[src/rtl/ttt_pkg.sv]
// Shared types and constants for the tic-tac-toe match controller and its helpers.
package ttt_pkg;

    typedef enum logic [2:0] {
        ST_IDLE,
        ST_CLEAR,
        ST_WAIT_MOVE,
        ST_ISSUE,
        ST_CHECK,
        ST_GAME_OVER,
        ST_MATCH_OVER
    } state_e;

    localparam int              SCORE_W   = 4;
    localparam logic [SCORE_W-1:0] SCORE_MAX = 4'd15;

    localparam logic [1:0] WIN_NONE = 2'b00;
    localparam logic [1:0] WIN_P1   = 2'b01;
    localparam logic [1:0] WIN_P2   = 2'b10;

    localparam logic [3:0] CELL_MAX = 4'd8;

    function automatic logic pos_ok(input logic [3:0] pos);
        return pos <= CELL_MAX;
    endfunction

endpackage

[src/rtl/ttt_sat_counter.sv]
// Score-width incrementer that sticks at its maximum value; clear wins over increment.
module ttt_sat_counter import ttt_pkg::*; (
    input  logic               clk,
    input  logic               reset,
    input  logic               clr_i,
    input  logic               inc_i,
    output logic [SCORE_W-1:0] count_o
);

    logic [SCORE_W-1:0] count_q, count_d;

    always_comb begin
        count_d = count_q;
        if (clr_i) begin
            count_d = '0;
        end else if (inc_i && (count_q != SCORE_MAX)) begin
            count_d = count_q + 1'b1;
        end
    end

    always_ff @(posedge clk) begin
        if (reset) begin
            count_q <= '0;
        end else begin
            count_q <= count_d;
        end
    end

    assign count_o = count_q;

endmodule

[src/rtl/ttt_match_controller.sv]
// Match sequencer: arbitrates player requests, strobes moves into the board,
// tracks turn timeouts, clears the board between games and keeps the score.
module ttt_match_controller import ttt_pkg::*; #(
    parameter int WINS_TO_MATCH  = 2,
    parameter int TIMEOUT_CYCLES = 1000,
    parameter int GAP_CYCLES     = 4,
    parameter int TMR_W          = 16
) (
    input  logic               clk,
    input  logic               reset,
    input  logic               start,
    input  logic               p1_req,
    input  logic [3:0]         p1_req_pos,
    input  logic               p2_req,
    input  logic [3:0]         p2_req_pos,
    output logic               p1_ack,
    output logic               p2_ack,
    output logic               p1_nack,
    output logic               p2_nack,
    output logic               board_reset,
    output logic               board_p1,
    output logic               board_p2,
    output logic [3:0]         board_pos,
    input  logic               board_illegal,
    input  logic [1:0]         board_winner,
    input  logic               board_full,
    output logic               turn,
    output logic               timeout_evt,
    output logic [SCORE_W-1:0] p1_score,
    output logic [SCORE_W-1:0] p2_score,
    output logic [SCORE_W-1:0] draws,
    output logic               match_done,
    output logic [1:0]         match_winner
);

    localparam logic [TMR_W-1:0]   TIMEOUT_LOAD = TMR_W'(TIMEOUT_CYCLES);
    localparam logic [TMR_W-1:0]   GAP_LOAD     = TMR_W'(GAP_CYCLES);
    localparam logic [TMR_W-1:0]   TMR_ONE      = TMR_W'(1);
    localparam logic [SCORE_W-1:0] WINS_VAL     = SCORE_W'(WINS_TO_MATCH);
    localparam bit                 TIMEOUT_EN   = (TIMEOUT_CYCLES != 0);

    state_e             state_q, state_d;
    logic               turn_q, turn_d;
    logic [TMR_W-1:0]   timer_q, timer_d;
    logic [3:0]         game_idx_q, game_idx_d;
    logic [3:0]         pos_q, pos_d;
    logic [1:0]         match_winner_q, match_winner_d;

    logic               score_clr, p1_inc, p2_inc, draw_inc;
    logic               mover_req, mover_valid, tmo_fire;
    logic [3:0]         mover_pos;

    assign mover_req   = turn_q ? p2_req : p1_req;
    assign mover_pos   = turn_q ? p2_req_pos : p1_req_pos;
    assign mover_valid = mover_req && pos_ok(mover_pos);
    // A valid move from the player on turn pre-empts a forfeit in the same cycle.
    assign tmo_fire    = TIMEOUT_EN && (state_q == ST_WAIT_MOVE) && !mover_valid
                         && (timer_q == TMR_ONE);

    always_ff @(posedge clk) begin
        if (reset) begin
            state_q        <= ST_IDLE;
            turn_q         <= 1'b0;
            timer_q        <= '0;
            game_idx_q     <= '0;
            pos_q          <= '0;
            match_winner_q <= WIN_NONE;
        end else begin
            state_q        <= state_d;
            turn_q         <= turn_d;
            timer_q        <= timer_d;
            game_idx_q     <= game_idx_d;
            pos_q          <= pos_d;
            match_winner_q <= match_winner_d;
        end
    end

    always_comb begin
        state_d        = state_q;
        turn_d         = turn_q;
        timer_d        = timer_q;
        game_idx_d     = game_idx_q;
        pos_d          = pos_q;
        match_winner_d = match_winner_q;
        score_clr      = 1'b0;
        p1_inc         = 1'b0;
        p2_inc         = 1'b0;
        draw_inc       = 1'b0;
        unique case (state_q)
            ST_IDLE, ST_MATCH_OVER: begin
                if (start) begin
                    state_d        = ST_CLEAR;
                    score_clr      = 1'b1;
                    match_winner_d = WIN_NONE;
                    game_idx_d     = '0;
                end
            end
            ST_CLEAR: begin
                turn_d  = game_idx_q[0];
                timer_d = TIMEOUT_LOAD;
                state_d = ST_WAIT_MOVE;
            end
            ST_WAIT_MOVE: begin
                if (mover_valid) begin
                    pos_d   = mover_pos;
                    state_d = ST_ISSUE;
                end else if (tmo_fire) begin
                    turn_d  = ~turn_q;
                    timer_d = TIMEOUT_LOAD;
                end else if (TIMEOUT_EN) begin
                    timer_d = timer_q - TMR_ONE;
                end
            end
            ST_ISSUE: begin
                state_d = board_illegal ? ST_WAIT_MOVE : ST_CHECK;
            end
            ST_CHECK: begin
                if (board_winner != WIN_NONE) begin
                    p1_inc  = (board_winner == WIN_P1);
                    p2_inc  = (board_winner == WIN_P2);
                    timer_d = GAP_LOAD;
                    state_d = ST_GAME_OVER;
                end else if (board_full) begin
                    draw_inc = 1'b1;
                    timer_d  = GAP_LOAD;
                    state_d  = ST_GAME_OVER;
                end else begin
                    turn_d  = ~turn_q;
                    timer_d = TIMEOUT_LOAD;
                    state_d = ST_WAIT_MOVE;
                end
            end
            ST_GAME_OVER: begin
                if (timer_q <= TMR_ONE) begin
                    if (p1_score == WINS_VAL) begin
                        match_winner_d = WIN_P1;
                        state_d        = ST_MATCH_OVER;
                    end else if (p2_score == WINS_VAL) begin
                        match_winner_d = WIN_P2;
                        state_d        = ST_MATCH_OVER;
                    end else begin
                        game_idx_d = game_idx_q + 4'd1;
                        state_d    = ST_CLEAR;
                    end
                end else begin
                    timer_d = timer_q - TMR_ONE;
                end
            end
            default: state_d = ST_IDLE;
        endcase
    end

    always_comb begin
        p1_ack      = 1'b0;
        p2_ack      = 1'b0;
        p1_nack     = 1'b0;
        p2_nack     = 1'b0;
        board_reset = 1'b0;
        board_p1    = 1'b0;
        board_p2    = 1'b0;
        board_pos   = 4'd0;
        timeout_evt = 1'b0;
        unique case (state_q)
            ST_CLEAR: board_reset = 1'b1;
            ST_WAIT_MOVE: begin
                // The waiting player is always refused; the mover only for an off-board cell.
                if (turn_q) begin
                    p1_nack = p1_req;
                    p2_nack = p2_req && !pos_ok(p2_req_pos);
                end else begin
                    p1_nack = p1_req && !pos_ok(p1_req_pos);
                    p2_nack = p2_req;
                end
                timeout_evt = tmo_fire;
            end
            ST_ISSUE: begin
                board_p1  = ~turn_q;
                board_p2  = turn_q;
                board_pos = pos_q;
                p1_ack    = ~turn_q & ~board_illegal;
                p2_ack    = turn_q & ~board_illegal;
                p1_nack   = ~turn_q & board_illegal;
                p2_nack   = turn_q & board_illegal;
            end
            ST_MATCH_OVER: begin
                p1_nack = p1_req;
                p2_nack = p2_req;
            end
            default: ;
        endcase
    end

    ttt_sat_counter u_p1_score (
        .clk     (clk),
        .reset   (reset),
        .clr_i   (score_clr),
        .inc_i   (p1_inc),
        .count_o (p1_score)
    );

    ttt_sat_counter u_p2_score (
        .clk     (clk),
        .reset   (reset),
        .clr_i   (score_clr),
        .inc_i   (p2_inc),
        .count_o (p2_score)
    );

    ttt_sat_counter u_draws (
        .clk     (clk),
        .reset   (reset),
        .clr_i   (score_clr),
        .inc_i   (draw_inc),
        .count_o (draws)
    );

    assign turn         = turn_q;
    assign match_done   = (state_q == ST_MATCH_OVER);
    assign match_winner = match_winner_q;

endmodule

[config.mk]
export PLATFORM = sky130hd
export DESIGN_NAME = ttt_match_controller
export DESIGN_NICKNAME = d
export VERILOG_FILES = /design/src/rtl/ttt_pkg.sv /design/src/rtl/ttt_sat_counter.sv /design/src/rtl/ttt_match_controller.sv
export SDC_FILE = /design/constraint.sdc
export NUM_CORES = 1
export LEC_CHECK = 0
export ABC_AREA = 1
export BUFFER_PORTS_ARGS = -buffer_cell sky130_fd_sc_hd__buf_2
export CORE_UTILIZATION = 45
export DETAILED_ROUTE_END_ITERATION = 8
export PLACE_DENSITY_LB_ADDON = 0.3
export SYNTH_ARGS = -nofsm -noshare
export SYNTH_HDL_FRONTEND = slang
export SYNTH_HIERARCHICAL = 1
export SYNTH_SLANG_ARGS = --single-unit
[constraint.sdc]
create_clock -name clk -period 2.4 [get_ports clk]
set_clock_uncertainty 0.2 [all_clocks]
set_input_delay 0.72 -clock clk [delete_from_list [all_inputs] [get_ports clk]]
set_output_delay 0.72 -clock clk [all_outputs]
set_load 0.005 [all_outputs]
==> out/metrics.cfg, run 1 <==
[run_status]
status = finished, violations left
violations = setup timing

[power]
internal-power_mw = 1.94
switching_share = 0.454
seqPwrFrac = 0.260
power_density_nw_per_um2 = 1010
power.share.combinational = 0.601
p_sw_mw = 1.62
p_leak_nw = 1.72
clkPwrFrac = 0.139
ir_drop_v = 0.000403

[final_layout]
area_growth_pct = 30.5
final_util = 0.625
drive_gt1_frac = 0.316
fillers = 509
instances_no_fill = 588
final_common_cell = nand2_1
layout_common_cells = nand2_1 (76), nor2_1 (71), inv_1 (50)
num_antenna_cells = 0
fin_nets = 538

[clocking]
cts_buffer_depth = 2
clkTransAtPathRegs_ns = 0.08
htree_levels = 2
clock_sinks = 39
cts_root_buf = clkbuf_8
cts_made_buffers = 5
clock_latency_ns = 0.29
cts_tree = built

[timing]
slew_headroom = 0.667
drv_slew = 0
hold_violations = 0
rsz0062_at_grt = true
finalWorstSetupSlack_ns = -0.0507
tns_ns = -0.0507
max_clock_freq_mhz = 408
finalWorstPathRequiredPeriod_ns = 2.45
tightest_slew_ns = 0.495
setup_viol = 1
period_share = 1.02

[die]
die_height_um = 79.5
die_x_um = 79.5
rows = 27
num_io_pins = 45
start_util = 0.479
die_area_um2 = 6310
core_um2 = 5640

[yosys]
syn_nets = 452
synth_xor_area_frac = 0.0259
syn_avg_cell_area_um2 = 6.29
synthSimpleGateAreaFrac = 0.429
synth_warnings = 6
synth_top_family_by_area = simple AND/OR/NAND/NOR gates
synth_compound_area_frac = 0.115
synth_mux_area_frac = 0
synthAdderAreaFrac = 0.0278
ys_ff_latch = 39
synth_cell_types = 36
netlist_instances = 429
ys_seq_area_frac = 0.289
syn-cell-area_um2 = 2700

[setup_path]
startpoint_type = primary input
worst-setup-path-type = in2out
critPathRequiredTime_ns = 1.48
crit_slowest_cell = nand3_4
arrival_ns = 1.53
path_cells = buf_6 -> inv_2 -> nand2_1 -> nand2_2 -> nand3_2 -> nand2_2 -> nand2_2 -> nand3_4 -> inv_2 -> buf_6
crit_path_frequent_cell = nand2_2
cp-end-kind = output port
crit_fanout = 2
max_stage_delay_ns = 0.11

[route]
drc = 0
vias_per_cell = 5.09
first_pass_iters = 4
wl_per_cell_um = 12.2
drtIter0Drc = 156
vias = 2995
ant_nets = 0
finalWirelength_um = 7180

[placed_design]
dp_cells = 555
port_buffers = 44
dp_hpwl_um = 5000
place.gp.congestion = 0.861
dpl_worst_slack_ns = -0.0579

[global_route]
use_met1 = 0.277
grt_pass1_wl_um = 11600
antenna_found_initial = 0
use_met3 = 0.0480
grt_remaining_overflow = 0
grt_use_total = 0.230
grt_max_degree = 13
met2_usage = 0.405
grt-busiest-layer = met2
first_global_vias = 2729

[job]
maxCapViolations = 0

[min_path]
hp-class = reg2reg

-- per-stage QoR --
stage / hold slack [ns] / instance area (um^2) / power [mW]
final: 0.262 / 3520 / 3.56
after global routing: 0.282 / 3520 / 3.87
after CTS: 0.261 / 3400 / 3.42
after detailed placement: 0.251 / 3100 / 2.69
after global placement: 0.247 / 3100 / 2.66
after floorplan: 0.229 / 2700 / 2.25
-- cells in the mapped netlist, drive strengths merged --
library cell | count | share of area
a211oi | 1 | 0.0028
a21boi | 1 | 0.0028
a21oi | 21 | 0.039
a31oi | 2 | 0.0046
buf | 4 | 0.012
clkbuf | 1 | 0.0014
clkinv | 1 | 0.0019
dfxtp | 39 | 0.29
ha | 6 | 0.028
inv | 70 | 0.098
nand2 | 96 | 0.14
nand3 | 35 | 0.085
nand3b | 1 | 0.0028
nand4 | 10 | 0.023
nor2 | 83 | 0.14
nor3 | 14 | 0.030
nor3b | 1 | 0.0028
o21a | 1 | 0.0028
o21ai | 29 | 0.054
o21bai | 1 | 0.0028
o311ai | 2 | 0.0065
or2 | 2 | 0.0046
xnor2 | 1 | 0.0032
xor2 | 7 | 0.023
-- final cells by class --
| cell class | count | area (um^2) | area share |
|---|---|---|---|
| multi-input cells | 314 | 1680 | 0.476 |
| repair buffers | 84 | 584 | 0.166 |
| well taps | 72 | 90.1 | 0.0256 |
| flip-flops and latches | 39 | 791 | 0.224 |
| clock buffers | 8 | 100 | 0.0284 |
| inverters | 71 | 283 | 0.0802 |
-- flip-flops by register name (all words and copies together) (netlist names) --
register            cells
turn                    1
u_draws/count_o         4
state_q                 3
game_idx_q              1
u_p1_score/count_o      4
pos_q                   4
match_winner            2
timer_q                16
u_p2_score/count_o      4
-- power groups by stage --
stage / sequential, mW / clock, mW / combinational [mW]
after global routing: 0.946 / 0.535 / 2.39
after global placement: 0.908 / 0 / 1.75
final: 0.923 / 0.495 / 2.14
after floorplan: 0.874 / 0 / 1.37
after detailed placement: 0.909 / 0 / 1.78
after CTS: 0.900 / 0.513 / 2.00
-- path summary, 6_finish.rpt --
path	startpoint	to	slack [ns]	depth (start not counted)
max	p1_req_pos[1]	timeout_evt	-0.05	10
min	pos_q[2]	pos_q[2]	0.26	2
max reg2reg	turn	pos_q[0]	0.05	16
min reg2reg	pos_q[2]	pos_q[2]	0.26	2
-- worst max-delay path: cells and delay by family --
| kind | cells | cell delay (ns) |
|---|---|---|
| AND/OR/NAND/NOR | 6 | 0.53 |
| buffers and inverters | 4 | 0.28 |
-- kinds of logic (layout without fill, tap and decap cells) --
group           count (synthesis)  in the layout
simple gates                  242            242
compound gates                 58             58
flops                          39             39
xor+xnor                        8              8
buf+inv                        76            163
fa+ha+maj                       6              6
-- metal layers --
metal,wire length (um),vias up
met1,3220,1371
met2,3510,71
li1,-,1542
met4,103,0
met5,0,-
met3,339,11
-- repair_timing --
action,in CTS,in global routing
resized for setup,20,42
setup endpoints to repair,3,5
hold buffers,0,0
buffers inserted,22,3
pin swaps,5,11
endpoints found under the hold margin,0,0
Note: power is estimated with default switching activity, not from simulation.
==> inputs of run 2 (changes only) <==
==> constraint.sdc (replaced) <==
create_clock -name clk -period 3.2 [get_ports clk]
set_clock_uncertainty 0.2 [all_clocks]
set_input_delay 0.96 -clock clk [delete_from_list [all_inputs] [get_ports clk]]
set_output_delay 0.96 -clock clk [all_outputs]
set_load 0.005 [all_outputs]
==> run 2 against run 1 <==
The run now ends clean. Register-to-register slack better by 0.84 ns. Utilization decreased by 7.6 points. Sequential cell count did not move. Combinational power down 43%. Clock power shrank 26%. Worst setup slack improved by 0.26 ns. Clock-buffer cell count is the same. Critical endpoint unchanged. Largest power group unchanged.
==> out/metrics.cfg, run 2 (same netlist as run 1, synthesis figures left out) <==
[die]
die_area_um2 = 6310  ; unchanged
num_io_pins = 45  ; unchanged
core_um2 = 5640  ; unchanged
die_x_um = 79.5  ; unchanged
rows = 27  ; unchanged
start_util = 0.479  ; unchanged
die_height_um = 79.5  ; unchanged

[power]
p_sw_mw = 1.09  ; -33%
clkPwrFrac = 0.161  ; +0.022
p_total_mw = 2.28  ; -36%
internal-power_mw = 1.19  ; -38%
switching_share = 0.477  ; +0.0226
p_leak_nw = 1.53  ; -12%
seqPwrFrac = 0.298  ; +0.038
power.share.combinational = 0.541  ; -0.060
ir_drop_v = 0.000312  ; -23%
power_density_nw_per_um2 = 737  ; -27%

[final_layout]
num_antenna_cells = 0  ; unchanged
largest_reg_flops = 16  ; unchanged
layout_common_cells = nand2_1 (87), nor2_1 (79), inv_1 (60)
drive_gt1_frac = 0.186  ; -0.130
fillers = 570  ; +12%
final_common_cell = nand2_1
fin_nets = 501  ; -6.9%
final_cell_area_um2 = 3100  ; -12%
area_growth_pct = 14.7
instances_no_fill = 551  ; -6.3%
top_register = timer_q

[placed_design]
port_buffers = 44  ; unchanged
dp_cells = 543  ; -2.2%
placed_area_um2 = 3000  ; -3.3%
place.gp.congestion = 0.889  ; +3.3%
dp_hpwl_um = 4980  ; -0.41%

[setup_path]
rr_startpoint = turn
arrival_ns = 1.83  ; +0.30 ns
cp-end-kind = output port
critPathRequiredTime_ns = 2.04  ; +0.56 ns
startpoint_type = primary input
worst-setup-path-type = in2out
r2r_cells = 14  ; -2
crit_fanout = 2  ; unchanged
startpoint = p2_req_pos[0]

[timing]
tns_ns = 0  ; +0.0507 ns
hold_violations = 0  ; unchanged
max_clock_freq_mhz = 335
period_share = 0.934
finalWorstPathRequiredPeriod_ns = 2.99
slew_headroom = 0.657  ; -0.0104
setup_viol = 0  ; -1
rsz0062_at_grt = false
tightest_slew_ns = 0.510  ; +0.0155 ns
drv_slew = 0  ; unchanged

[route]
vias = 2820  ; -5.8%
first_pass_iters = 4  ; unchanged
ant_nets = 0  ; unchanged
drc = 0  ; unchanged
wl_per_cell_um = 11.5  ; -5.5%
vias_per_cell = 5.12  ; +0.48%
drtIter0Drc = 211  ; +35%
finalWirelength_um = 6360  ; -11%

[min_path]
hp-class = reg2reg
min_from = pos_q[1]
whs_path_depth = 2  ; unchanged

[clocking]
clock_sinks = 39  ; unchanged
ctsResizeCount = 0  ; -100%
clkTransAtPathRegs_ns = 0.07  ; about the same
cts_setup_buffers = 0  ; -100%
cts_tree = built
cts_made_buffers = 5  ; unchanged
clock_latency_ns = 0.29  ; about the same
cts_buffer_depth = 2  ; unchanged
htree_levels = 2  ; unchanged
cts_root_buf = clkbuf_8
hold_buffers = 0  ; unchanged

[global_route]
grt_remaining_overflow = 0  ; unchanged
grt_use_total = 0.216  ; -0.0140
first_global_vias = 2521  ; -7.6%
grt_max_degree = 20  ; +7
antenna_found_initial = 0  ; unchanged
grt_pass1_wl_um = 10800  ; -6.3%

[run_status]
status = completed

[job]
maxCapViolations = 0  ; unchanged

## run 2: cell types whose count changed in the layout (fill, tap and decap cells not counted), moves of 7 or more
| cell | change |
|---|---|
| buf_4 | -34 |
| nand2_1 | +11 |
| nand2_2 | -11 |
| inv_1 | +10 |
| buf_6 | -9 |
| nor2_1 | +8 |
| nor2_2 | -8 |
| buf_2 | +7 |
## run 2: worst max-delay path: stages
cell and delay, ns:
buf_2 0.10, inv_1 0.07, nand2_1 0.06, nand2_1 0.10, nand3_1 0.07, nand2_1 0.11
nand2_1 0.11, nand3_2 0.09, inv_1 0.04, buf_2 0.13
## run 2: worst paths after layout
check	end	slack [ns]
worst max-delay path	timeout_evt	0.21
worst min-delay path	pos_q[1]	0.26
worst max register to register	timer_q[0]	0.89
worst min register to register	pos_q[1]	0.26
## run 2: cell type report
cell class | count | area [um^2] | area share
Multi-Input combinational cell | 314 | 1610 | 0.521
Sequential cell | 39 | 781 | 0.252
Tap cell | 72 | 90.1 | 0.0291
Clock buffer | 8 | 100 | 0.0323
Inverter | 71 | 270 | 0.0873
Timing Repair Buffer | 47 | 243 | 0.0784
## run 2: metal layers
metal | vias up | wire length (um) | track usage
met1 | 1273 | 2940 | 0.265
met3 | 10 | 352 | 0.0537
met2 | 69 | 2960 | 0.358
met4 | 0 | 99 | 0.0855
met5 | - | 0 | 0
li1 | 1468 | - | -
## run 2: power groups by stage
stage | registers [mW] | clock network (mW) | logic (mW)
3_5_place_dp | 0.688 | 0 | 1.23
6_report | 0.680 | 0.368 | 1.23
4_1_cts | 0.677 | 0.378 | 1.23
5_1_grt | 0.698 | 0.402 | 1.41
3_3_place_gp | 0.684 | 0 | 1.21
2_1_floorplan | 0.656 | 0 | 1.03
## run 2: metrics by stage
| stage | worst slack (ns) | utilization | hold WS [ns] |
|---|---|---|---|
| finish | 0.211 | 0.549 | 0.259 |
| global route | 0.100 | 0.549 | 0.280 |
| CTS | 0.203 | 0.549 | 0.261 |
| detailed placement | 0.208 | 0.531 | 0.250 |
| global placement | 0.238 | 0.531 | 0.245 |
| floorplan | 0.483 | - | 0.229 |
==> inputs of run 3 (changes only) <==
--- a/config.mk
+++ b/config.mk
@@ -6,9 +6,9 @@
 export NUM_CORES = 1
 export LEC_CHECK = 0
 export ABC_AREA = 1
-export BUFFER_PORTS_ARGS = -buffer_cell sky130_fd_sc_hd__buf_2
 export CORE_UTILIZATION = 45
 export DETAILED_ROUTE_END_ITERATION = 8
+export DONT_BUFFER_PORTS = 1
 export PLACE_DENSITY_LB_ADDON = 0.3
 export SYNTH_ARGS = -nofsm -noshare
 export SYNTH_HDL_FRONTEND = slang
==> run 3 against run 2 <==
Non-clock buffer count shrank 46. Register-to-register slack gained 0.05 ns. Global-route usage shrank 1.2 points. Critical path type is now reg2out. Clock-buffer cell count shrank 3. Largest cell class unchanged.
==> out/metrics.cfg, run 3 (same netlist as run 1, synthesis figures left out) <==
[clocking]
clock_sinks = 39  ; unchanged
clkTransAtPathRegs_ns = 0.08  ; about the same
cts_buffer_depth = 2  ; unchanged
clock_latency_ns = 0.30  ; about the same
hold_buffers = 0  ; unchanged
htree_levels = 2  ; unchanged
cts_root_buf = clkbuf_8
ctsResizeCount = 0  ; unchanged
cts_made_buffers = 5  ; unchanged
cts_tree = built
cts_setup_buffers = 0  ; unchanged

[route]
first_pass_iters = 5  ; +1
vias = 2626  ; -6.9%
ant_nets = 0  ; unchanged
drtIter0Drc = 160  ; -24%
finalWirelength_um = 5980  ; -5.9%
vias_per_cell = 5.20  ; +1.6%
drc = 0  ; unchanged
wl_per_cell_um = 11.8  ; +2.6%

[min_path]
hp-class = reg2reg

[timing]
max_clock_freq_mhz = 339  ; +1.3%
period_share = 0.922  ; -0.0121
slew_headroom = 0.662  ; +0.00468
tns_ns = 0  ; unchanged
hold_violations = 0  ; unchanged
finalWorstPathRequiredPeriod_ns = 2.95  ; -0.0387 ns
tightest_slew_ns = 0.503  ; -0.00696 ns
finalWorstSetupSlack_ns = 0.250  ; +0.0387 ns
rsz0062_at_grt = false
setup_viol = 0  ; unchanged
drv_slew = 0  ; unchanged

[global_route]
grt_use_total = 0.204  ; -0.0115
grt_pass1_wl_um = 10200  ; -6.0%
grt-busiest-layer = met2
antenna_found_initial = 0  ; unchanged
first_global_vias = 2359  ; -6.4%
use_met1 = 0.255  ; -0.0103
use_met3 = 0.0560  ; +0.00229
met2_usage = 0.332  ; -0.0256
grt_max_degree = 20  ; unchanged
grt_remaining_overflow = 0  ; unchanged

[die]
die_x_um = 79.5  ; unchanged
die_height_um = 79.5  ; unchanged
rows = 27  ; unchanged
die_area_um2 = 6310  ; unchanged
core_um2 = 5640  ; unchanged
num_io_pins = 45  ; unchanged
start_util = 0.479  ; unchanged

[power]
p_leak_nw = 1.30  ; -14%
ir_drop_v = 0.000316  ; +1.4%
power_density_nw_per_um2 = 798  ; +8.2%

[final_layout]
final_common_cell = nand2_1
area_growth_pct = 6.44
largest_reg_flops = 16  ; unchanged
top_register = timer_q
drive_gt1_frac = 0.102  ; -0.0842
ff_latch_area_um2 = 781  ; unchanged
layout_common_cells = nand2_1 (87), nor2_1 (79), inv_1 (60)
fillers = 581  ; +1.9%
num_antenna_cells = 0  ; unchanged
final_cell_area_um2 = 2870  ; -7.2%
multi_input_area_um2 = 1610  ; unchanged
fin_nets = 455  ; -9.2%

[setup_path]
startpoint_type = flip-flop
startpoint = turn
max_stage_delay_ns = 0.60  ; +0.47 ns
r2r_setup_slack_ns = 0.94  ; +0.05 ns
cp-end-kind = output port
crit_slowest_cell = dfxtp_1
path_cells = inv_2 -> nand2_1 -> nand2_1 -> nand3_1 -> nand2_1 -> nand2_1 -> nand3_2 -> inv_1
worst-setup-path-type = reg2out
rr_startpoint = turn
reg2reg_to = timer_q[12]
crit_fanout = 13  ; +11
crit_path_frequent_cell = nand2_1
r2r_cells = 11  ; -3
endpoint = timeout_evt
arrival_ns = 1.79  ; -0.04 ns
critPathRequiredTime_ns = 2.04  ; about the same

[placed_design]
placed_area_um2 = 2760  ; -7.8%
port_buffers = 0  ; -100%
dpl_worst_slack_ns = 0.294  ; +0.0859 ns
dp_hpwl_um = 4560  ; -8.3%
place.gp.congestion = 0.813  ; -8.5%

[run_status]
status = completed

[job]
maxCapViolations = 0  ; unchanged

## run 3: worst min path at each step
| stage | start | end | slack, ns | depth (start not counted) |
|---|---|---|---|---|
| 2_1_floorplan | pos_q[0] | pos_q[0] | 0.23 | 2 |
| 3_3_place_gp | pos_q[0] | pos_q[0] | 0.24 | 2 |
| 3_5_place_dp | pos_q[0] | pos_q[0] | 0.26 | 2 |
| 4_1_cts | pos_q[3] | pos_q[3] | 0.27 | 2 |
| 5_1_grt | pos_q[2] | pos_q[2] | 0.29 | 2 |
| 6_report | pos_q[0] | pos_q[0] | 0.26 | 2 |
## run 3: final cells by class
cell class / count / share of cell area
multi-input combinational: 314 / 0.561
sequential: 39 / 0.272
inverter: 71 / 0.0940
tap: 72 / 0.0313
clock buffer: 5 / 0.0239
clock inverter: 3 / 0.0152
timing repair buffer: 1 / 0.00261
## run 3: stage by stage
stage | util | total power, mW | hold slack [ns] | instances
4_1_cts | 0.509 | 2.30 | 0.268 | 505
5_1_grt | 0.509 | 2.54 | 0.292 | 505
3_3_place_gp | 0.489 | 1.86 | 0.245 | 497
2_1_floorplan | - | 1.68 | 0.229 | 429
6_report | 0.509 | 2.29 | 0.264 | 505
3_5_place_dp | 0.489 | 1.88 | 0.255 | 497
## run 3: per-layer routing
layer	routed length, um	part of all wire	up-vias
met3	447	0.075	10
met5	0	0	-
met1	2800	0.47	1146
li1	-	-	1374
met4	93	0.016	0
met2	2640	0.44	96
## run 3: report_power, final
group | internal (mW) | leakage [nW] | total [mW] | switching, mW
registers | 0.574 | 0.317 | 0.676 | 0.103
logic | 0.404 | 0.930 | 1.20 | 0.795
clock network | 0.232 | 0.0581 | 0.417 | 0.185
## run 3: critical path: cells and delay by family, from the launching register on
| family | cells | cell delay [ns] |
|---|---|---|
| buffers and inverters | 2 | 0.30 |
| DFF | 1 | 0.60 |
| and+or+nand+nor | 6 | 0.59 |
